## config.mk

```make
export PLATFORM = sky130hd
export DESIGN_NAME = irq_ctrl
export DESIGN_NICKNAME = d
export VERILOG_FILES = /design/src/rtl/irq_ctrl.sv
export SDC_FILE = /design/constraint.sdc
export NUM_CORES = 1
export LEC_CHECK = 0
export ABC_AREA = 1
export CAP_MARGIN = 20
export CORE_ASPECT_RATIO = 2
export CORE_MARGIN = 5
export CORE_UTILIZATION = 46
export CTS_BUF_LIST = sky130_fd_sc_hd__clkbuf_4 sky130_fd_sc_hd__clkbuf_8
export DETAILED_ROUTE_END_ITERATION = 10
export PLACE_DENSITY = 0.88
export REMOVE_ABC_BUFFERS = 1
export SLEW_MARGIN = 40
export SYNTH_ARGS = -nofsm -noshare
export SYNTH_HDL_FRONTEND = slang
export SYNTH_SLANG_ARGS = --single-unit
```

## constraint.sdc

```tcl
create_clock -name clk -period 3.4 [get_ports clk]
set_input_delay 0.34 -clock clk [delete_from_list [all_inputs] [get_ports clk]]
set_output_delay 0.34 -clock clk [all_outputs]
set_load 0.03 [all_outputs]
```

## src/rtl/irq_ctrl.sv

```systemverilog
`default_nettype none
// ============================================================================
//  Module   : irq_ctrl
//  Purpose  : Interrupt controller for the fetch stage. Synchronises up to 32
//             asynchronous interrupt lines, latches them per channel in edge
//             or level mode, masks them, picks the lowest-numbered enabled
//             channel and holds a request to the pipeline under a
//             request / acknowledge / end-of-interrupt handshake. Software
//             reaches it through a 32-byte register window.
//  Ports    : clk, rst          - clock, synchronous active-high reset
//             irq_in            - asynchronous interrupt lines
//             irq, irq_id       - registered request and channel id
//             irq_ack           - one-cycle trap-taken pulse from fetch
//             w_addr/w_data/we  - register write port (byte address)
//             r_addr/r_data     - register read port, 1-cycle latency
//  Registers: 0x00 PENDING (R, W1C edge bits)  0x04 MASK (RW)
//             0x08 MODE (RW, 1 = edge)         0x0C ACTIVE (R)
//             0x10 EOI (W, any data)
//  Revision : 1.0 - initial release
// ============================================================================
module irq_ctrl #(
    parameter int          NUM_IRQ     = 8,
    parameter int          SYNC_STAGES = 2,
    parameter logic [31:0] BASE_ADDR   = 32'hFFFF_0000
) (
    input  logic               clk,
    input  logic               rst,
    input  logic [NUM_IRQ-1:0] irq_in,
    output logic               irq,
    output logic [4:0]         irq_id,
    input  logic               irq_ack,
    input  logic [31:0]        w_addr,
    input  logic [31:0]        w_data,
    input  logic               we,
    input  logic [31:0]        r_addr,
    output logic [31:0]        r_data
);

    // ------------------------------------------------------------------
    // Register offsets inside the window
    // ------------------------------------------------------------------
    localparam logic [4:0] c_OFF_PENDING = 5'h00;
    localparam logic [4:0] c_OFF_MASK    = 5'h04;
    localparam logic [4:0] c_OFF_MODE    = 5'h08;
    localparam logic [4:0] c_OFF_ACTIVE  = 5'h0C;
    localparam logic [4:0] c_OFF_EOI     = 5'h10;

    typedef enum logic [1:0] {
        ST_IDLE    = 2'd0,
        ST_REQ     = 2'd1,
        ST_SERVICE = 2'd2
    } state_t;

    // ------------------------------------------------------------------
    // State
    // ------------------------------------------------------------------
    logic [NUM_IRQ-1:0] sync_q [SYNC_STAGES];
    logic [NUM_IRQ-1:0] prev_q;          // last synchronised value, for edges
    logic [NUM_IRQ-1:0] pending_q, pending_d;
    logic [NUM_IRQ-1:0] mask_q,    mask_d;
    logic [NUM_IRQ-1:0] mode_q,    mode_d;
    state_t             state_q;
    logic               irq_q;
    logic [4:0]         irq_id_q;
    logic               insvc_q;
    logic [4:0]         insvc_id_q;
    logic [31:0]        r_data_q, r_data_d;

    // ------------------------------------------------------------------
    // Combinational signals
    // ------------------------------------------------------------------
    logic [NUM_IRQ-1:0] w_sync;
    logic [NUM_IRQ-1:0] w_rise;
    logic [NUM_IRQ-1:0] w_wdata;
    logic [NUM_IRQ-1:0] w_w1c;
    logic [NUM_IRQ-1:0] w_ack_clr;
    logic [NUM_IRQ-1:0] w_enabled;
    logic               w_wr_hit;
    logic               w_rd_hit;
    logic               w_wr_pending;
    logic               w_wr_mask;
    logic               w_wr_mode;
    logic               w_wr_eoi;
    logic               w_ack_take;
    logic [4:0]         w_sel_id;
    logic               w_id_enabled;
    logic [31:0]        w_pending_word;
    logic [31:0]        w_mask_word;
    logic [31:0]        w_mode_word;
    logic               w_unused;

    assign irq    = irq_q;
    assign irq_id = irq_id_q;
    assign r_data = r_data_q;

    // Upper write-data bits beyond NUM_IRQ carry no storage.
    assign w_unused = ^{1'b0, w_data};

    // ------------------------------------------------------------------
    // Input synchroniser and edge detector
    // ------------------------------------------------------------------
    always_ff @(posedge clk) begin
        if (rst) begin
            for (int s = 0; s < SYNC_STAGES; s++) begin
                sync_q[s] <= '0;
            end
            prev_q <= '0;
        end else begin
            sync_q[0] <= irq_in;
            for (int s = 1; s < SYNC_STAGES; s++) begin
                sync_q[s] <= sync_q[s-1];
            end
            prev_q <= sync_q[SYNC_STAGES-1];
        end
    end

    assign w_sync = sync_q[SYNC_STAGES-1];
    assign w_rise = w_sync & ~prev_q;

    // ------------------------------------------------------------------
    // Register window decode
    // ------------------------------------------------------------------
    assign w_wr_hit     = we && (w_addr[31:5] == BASE_ADDR[31:5]);
    assign w_rd_hit     = (r_addr[31:5] == BASE_ADDR[31:5]);
    assign w_wr_pending = w_wr_hit && (w_addr[4:0] == c_OFF_PENDING);
    assign w_wr_mask    = w_wr_hit && (w_addr[4:0] == c_OFF_MASK);
    assign w_wr_mode    = w_wr_hit && (w_addr[4:0] == c_OFF_MODE);
    assign w_wr_eoi     = w_wr_hit && (w_addr[4:0] == c_OFF_EOI);
    assign w_wdata      = w_data[NUM_IRQ-1:0];
    assign w_w1c        = w_wr_pending ? w_wdata : '0;

    // ------------------------------------------------------------------
    // Pending latch
    // ------------------------------------------------------------------
    assign w_ack_take = (state_q == ST_REQ) && irq_ack;

    // One-hot clear of the acknowledged channel.
    always_comb begin
        w_ack_clr = '0;
        for (int i = 0; i < NUM_IRQ; i++) begin
            w_ack_clr[i] = w_ack_take && (irq_id_q == 5'(i));
        end
    end

    // Edge bits: the set term is OR-ed in last so a new edge beats both a
    // software W1C and the acknowledge clear landing in the same cycle.
    // Level bits simply track the synchronised line.
    assign pending_d = (mode_q & ((pending_q & ~w_w1c & ~w_ack_clr) | w_rise))
                     | (~mode_q & w_sync);

    assign mask_d = w_wr_mask ? w_wdata : mask_q;
    assign mode_d = w_wr_mode ? w_wdata : mode_q;

    always_ff @(posedge clk) begin
        if (rst) begin
            pending_q <= '0;
            mask_q    <= '0;
            mode_q    <= '0;
        end else begin
            pending_q <= pending_d;
            mask_q    <= mask_d;
            mode_q    <= mode_d;
        end
    end

    // ------------------------------------------------------------------
    // Priority selection: lowest enabled index wins
    // ------------------------------------------------------------------
    assign w_enabled = pending_q & mask_q;

    always_comb begin
        w_sel_id = '0;
        for (int i = NUM_IRQ - 1; i >= 0; i--) begin
            if (w_enabled[i]) begin
                w_sel_id = 5'(i);
            end
        end
    end

    // Is the channel currently being requested still enabled?
    always_comb begin
        w_id_enabled = 1'b0;
        for (int i = 0; i < NUM_IRQ; i++) begin
            if (irq_id_q == 5'(i)) begin
                w_id_enabled = w_enabled[i];
            end
        end
    end

    // ------------------------------------------------------------------
    // Request / acknowledge / EOI state machine
    // ------------------------------------------------------------------
    always_ff @(posedge clk) begin
        if (rst) begin
            state_q    <= ST_IDLE;
            irq_q      <= 1'b0;
            irq_id_q   <= '0;
            insvc_q    <= 1'b0;
            insvc_id_q <= '0;
        end else begin
            case (state_q)
                ST_IDLE: begin
                    irq_q <= 1'b0;
                    if (|w_enabled) begin
                        irq_q    <= 1'b1;
                        irq_id_q <= w_sel_id;
                        state_q  <= ST_REQ;
                    end
                end
                ST_REQ: begin
                    // Acknowledge is checked first so it beats a retraction
                    // arriving in the same cycle.
                    if (irq_ack) begin
                        irq_q      <= 1'b0;
                        insvc_q    <= 1'b1;
                        insvc_id_q <= irq_id_q;
                        state_q    <= ST_SERVICE;
                    end else if (!w_id_enabled) begin
                        irq_q   <= 1'b0;
                        state_q <= ST_IDLE;
                    end
                end
                ST_SERVICE: begin
                    irq_q <= 1'b0;
                    if (w_wr_eoi) begin
                        insvc_q    <= 1'b0;
                        insvc_id_q <= '0;
                        state_q    <= ST_IDLE;
                    end
                end
                default: begin
                    irq_q   <= 1'b0;
                    state_q <= ST_IDLE;
                end
            endcase
        end
    end

    // ------------------------------------------------------------------
    // Register read port. Reads see the pre-edge register contents, so a
    // write and read of the same register in one cycle return the old value.
    // ------------------------------------------------------------------
    always_comb begin
        w_pending_word                = '0;
        w_mask_word                   = '0;
        w_mode_word                   = '0;
        w_pending_word[NUM_IRQ-1:0]   = pending_q;
        w_mask_word[NUM_IRQ-1:0]      = mask_q;
        w_mode_word[NUM_IRQ-1:0]      = mode_q;
    end

    always_comb begin
        r_data_d = '0;
        if (w_rd_hit) begin
            case (r_addr[4:0])
                c_OFF_PENDING: r_data_d = w_pending_word;
                c_OFF_MASK:    r_data_d = w_mask_word;
                c_OFF_MODE:    r_data_d = w_mode_word;
                c_OFF_ACTIVE:  r_data_d = {insvc_q, 26'd0, insvc_id_q};
                default:       r_data_d = '0;
            endcase
        end
    end

    always_ff @(posedge clk) begin
        if (rst) begin
            r_data_q <= '0;
        end else begin
            r_data_q <= r_data_d;
        end
    end

endmodule
`default_nettype wire

```

==> summary.md <==
| Metric | Value |
|---|---|
| Cts hold-fix bufs | `0` |
| Final instance area | `roughly 0.0043 mm^2` |
| DP Wirelength | `between 7 and 8 mm` |
| Post-synthesis sequential area ratio | `a little over two fifths` |
| Maxcap violations | `0` |
| Post-CTS Setup Bufs | `0` |
| CTS max path bufs | `2` |
| TritonCTS clock tree | `built` |
| Root buffer cell | `clkbuf_8` |
| DRC viols | `0` |
| Placed insts | `612` |
| Mapped Area | `between 0.003 and 0.004 mm^2` |
| RSZ-0062 raised after global routing | `false` |
| R2R depth | `11` |
| Critical Path AT | `2260 ps` |
| Final period util | `around three fifths` |
| EDFF count, synth | `0` |
| RD Place Congestion | `a little under 1` |
| Core area | `about 0.0067 mm^2` |
| Post-synth ARST share | `0%` |
| Fin cells | `between 600 and 700` |
| Setup-failing EPs final | `0` |
| Routed Antenna Nets | `0` |
| # diodes | `0` |
| Chip height | `around 130 um` |
| Startpoint types | `input port` |
| Global Route Usage Sum | `between 20% and 30%` |
| Initial antenna violation count | `0` |
| Share of post-route cells with drive strength above 1 | `about 5.0%` |
| Final hold vios | `0` |
| Crit end category | `flop` |
| Cells after Synth | `roughly 440` |
| Largest net degree at the start of global routing | `34` |
| Crit-path max FO | `8` |
| Placed standard-cell area | `between 0.004 and 0.005 mm^2` |
| Global route hottest layer | `met2` |
| Routed WL per cell | `~14 um` |
| Critical-path cell list | `clkdlybuf4s50_1, nor2_1, inv_1, nor2_1, nand2_1, nor3_1, nand2_1, nand3_1, a21oi_1` |
| Synth Register Bits | `between 60 and 70` |
| Crit-path leading delay family | `simple AND/OR/NAND/NOR gates` |
| LEAKAGE | `between 1.5 and 2 nW` |
| Clock skew | `between 7 and 8 ps` |
| Hold Path Depth | `2` |
| # rows | `between 40 and 50` |
| CP max-delay cell | `nor2_1` |
| First-pass DRT Iterations | `4` |
| Initial Utilization | `between 40% and 50%` |
| DR vias/cell | `approximately 5.1` |
| P&R area growth vs syn | `35.9%` |
| Max IR drop VDD | `between 0.3 and 0.4 mV` |
| Die ar. | `just under 0.009 mm^2` |
| GR Util met3 | `between 4 and 5%` |
| Max-slew violation count | `0` |
| H-tree Lvls | `3` |
| Pwr dens | `between 300 and 400 mW/mm^2` |
| Most frequent cells in the layout | `96 x clkdlybuf4s50_1, 69 x nand2_1, 67 x dfxtp_1, 63 x inv_1, 62 x nor2_1` |
| Port bufs | `96` |
| Synth unique cells | `34` |
| IO Pins | `146` |
| Layout Nets | `643` |
| Die width | `roughly 68 um` |
| First-pass GRT wire length | `approximately 14 mm` |
| Via count | `3186` |
| M1 GR Usage | `about a fifth` |
| Final setup TNS | `0 ps` |
| Num CTS Buffers | `9` |
| Req. time, crit path | `about 3600 ps` |
| Max Fclk | `491 MHz` |
| Levels on crit path | `9` |
| Met2 Usage GRT | `37.8%` |
| Clock sink count | `67` |
| Buf+Inv Stages, Crit Path | `2` |
| Critical path class | `input port to flop` |
| CTS resizes | `0` |
| Synth Flop Type | `dfxtp_1` |
| Synthesized area per cell | `a little over 7 um^2` |
| Vias in the first global route | `between 3000 and 4000` |
| Slowest cell delay on critical path | `490 ps` |
| Yosys Warn Count | `0` |
| Worst skew pair latency | `350 ps` |
| Status | `completed` |
| Final Critical Period | `approximately 2000 ps` |
| DRT Wirelength | `about 8.9 mm` |
| Drt initial violations | `about 180` |
| Worst-margin pin slew | `about 630 ps` |
| WHS | `around 400 ps` |
| Rel. slew slack | `57.8%` |
| Hold Crit Class | `flop to flop` |
| Gr ovfl total | `0` |
| Commonest non-fill, non-tap cell in the layout | `clkdlybuf4s50_1` |
| Clock-pin slew on the worst setup and hold paths | `70 ps` |
-- cell type report --
| class | count | area, um^2 |
|---|---|---|
| clock inverters | 1 | 5.00 |
| fillers | 635 | 2400 |
| flip-flops and latches | 67 | 1340 |
| repair buffers | 98 | 976 |
| well taps | 88 | 110 |
| inverters | 66 | 253 |
| clock buffers | 15 | 194 |
| multi-input cells | 293 | 1400 |
-- cells by family (layout without fill, tap and decap cells) --
| logic type | count (synthesis) | in the layout | synth area share (%) |
|---|---|---|---|
| flops | 67 | 67 | 42.6 |
| buf+inv | 102 | 180 | 15.9 |
| other cells | 1 | 25 | 0.119 |
| compound gates | 76 | 76 | 14.1 |
| simple gates | 192 | 192 | 27.3 |
-- report_power, final --
group          internal (mW)  switching [mW]  leakage (nW)  total, mW
combinational         0.0983          0.0931          1.02      0.191
sequential             0.799         0.00481         0.544      0.804
clock                  0.360           0.276         0.107      0.636
total                   1.26           0.374          1.67       1.63
-- metal layers --
metal / wire, um / vias to the layer above
li1: - / 1578
met1: 2880 / 1401
met2: 4720 / 162
met3: 746 / 45
met4: 578 / 0
met5: 0 / -
-- metrics by stage --
stage | utilization [%] | worst slack (ps) | total power [mW]
floorplan | - | 1800 | 0.890
global placement | 61.1 | 1110 | 1.01
detailed placement | 61.1 | 1050 | 1.01
CTS | 64.1 | 1410 | 1.64
global route | 64.1 | 1120 | 1.70
finish | 64.1 | 1370 | 1.63
-- worst register-to-register path, stage by stage, from the launching register on --
cell and delay [ps]:
dfxtp_1 530, inv_1 130, nor3_1 460, nor2_1 100, nand2_1 110, nand2_1 50, nand3_1 100, nand2_1 60
nand2_1 80, nand3_1 70, nand2_1 70, nor2_1 40
-- synthesized netlist by cell type (all sizes together), types with 2 or more instances --
cell type	count	area, um^2
nand3	18	90.1
o211ai	2	15.0
o22ai	8	50.1
dfxtp	67	1340
nor3	11	65.1
nor2	67	264
buf	28	215
a21oi	32	160
clkinv	3	16.3
nand3b	2	15.0
clkbuf	8	31.3
nand2	69	259
inv	63	236
o2111a	3	33.8
nand4	17	113
o21ai	22	110
nor4	6	37.5
a221oi	3	26.3
-- registers in the layout, indices dropped and copies added (netlist names), 2 cells and up --
signal and cells:
irq_id 3, insvc_id_q 3, prev_q 8, mask_q 8, r_data 9, pending_q 8, state_q 2, mode_q 8
sync_q 16
-- path summary, 6_finish.rpt --
kind	end	startpoint	slack (ps)
worst max-delay path	insvc_id_q[2]	w_addr[1]	1370
worst min-delay path	sync_q[0][13]	sync_q[0][5]	400
worst max register to register	irq	irq_id[0]	1480
worst min register to register	sync_q[0][13]	sync_q[0][5]	400
(Power assumes the default switching activity.)
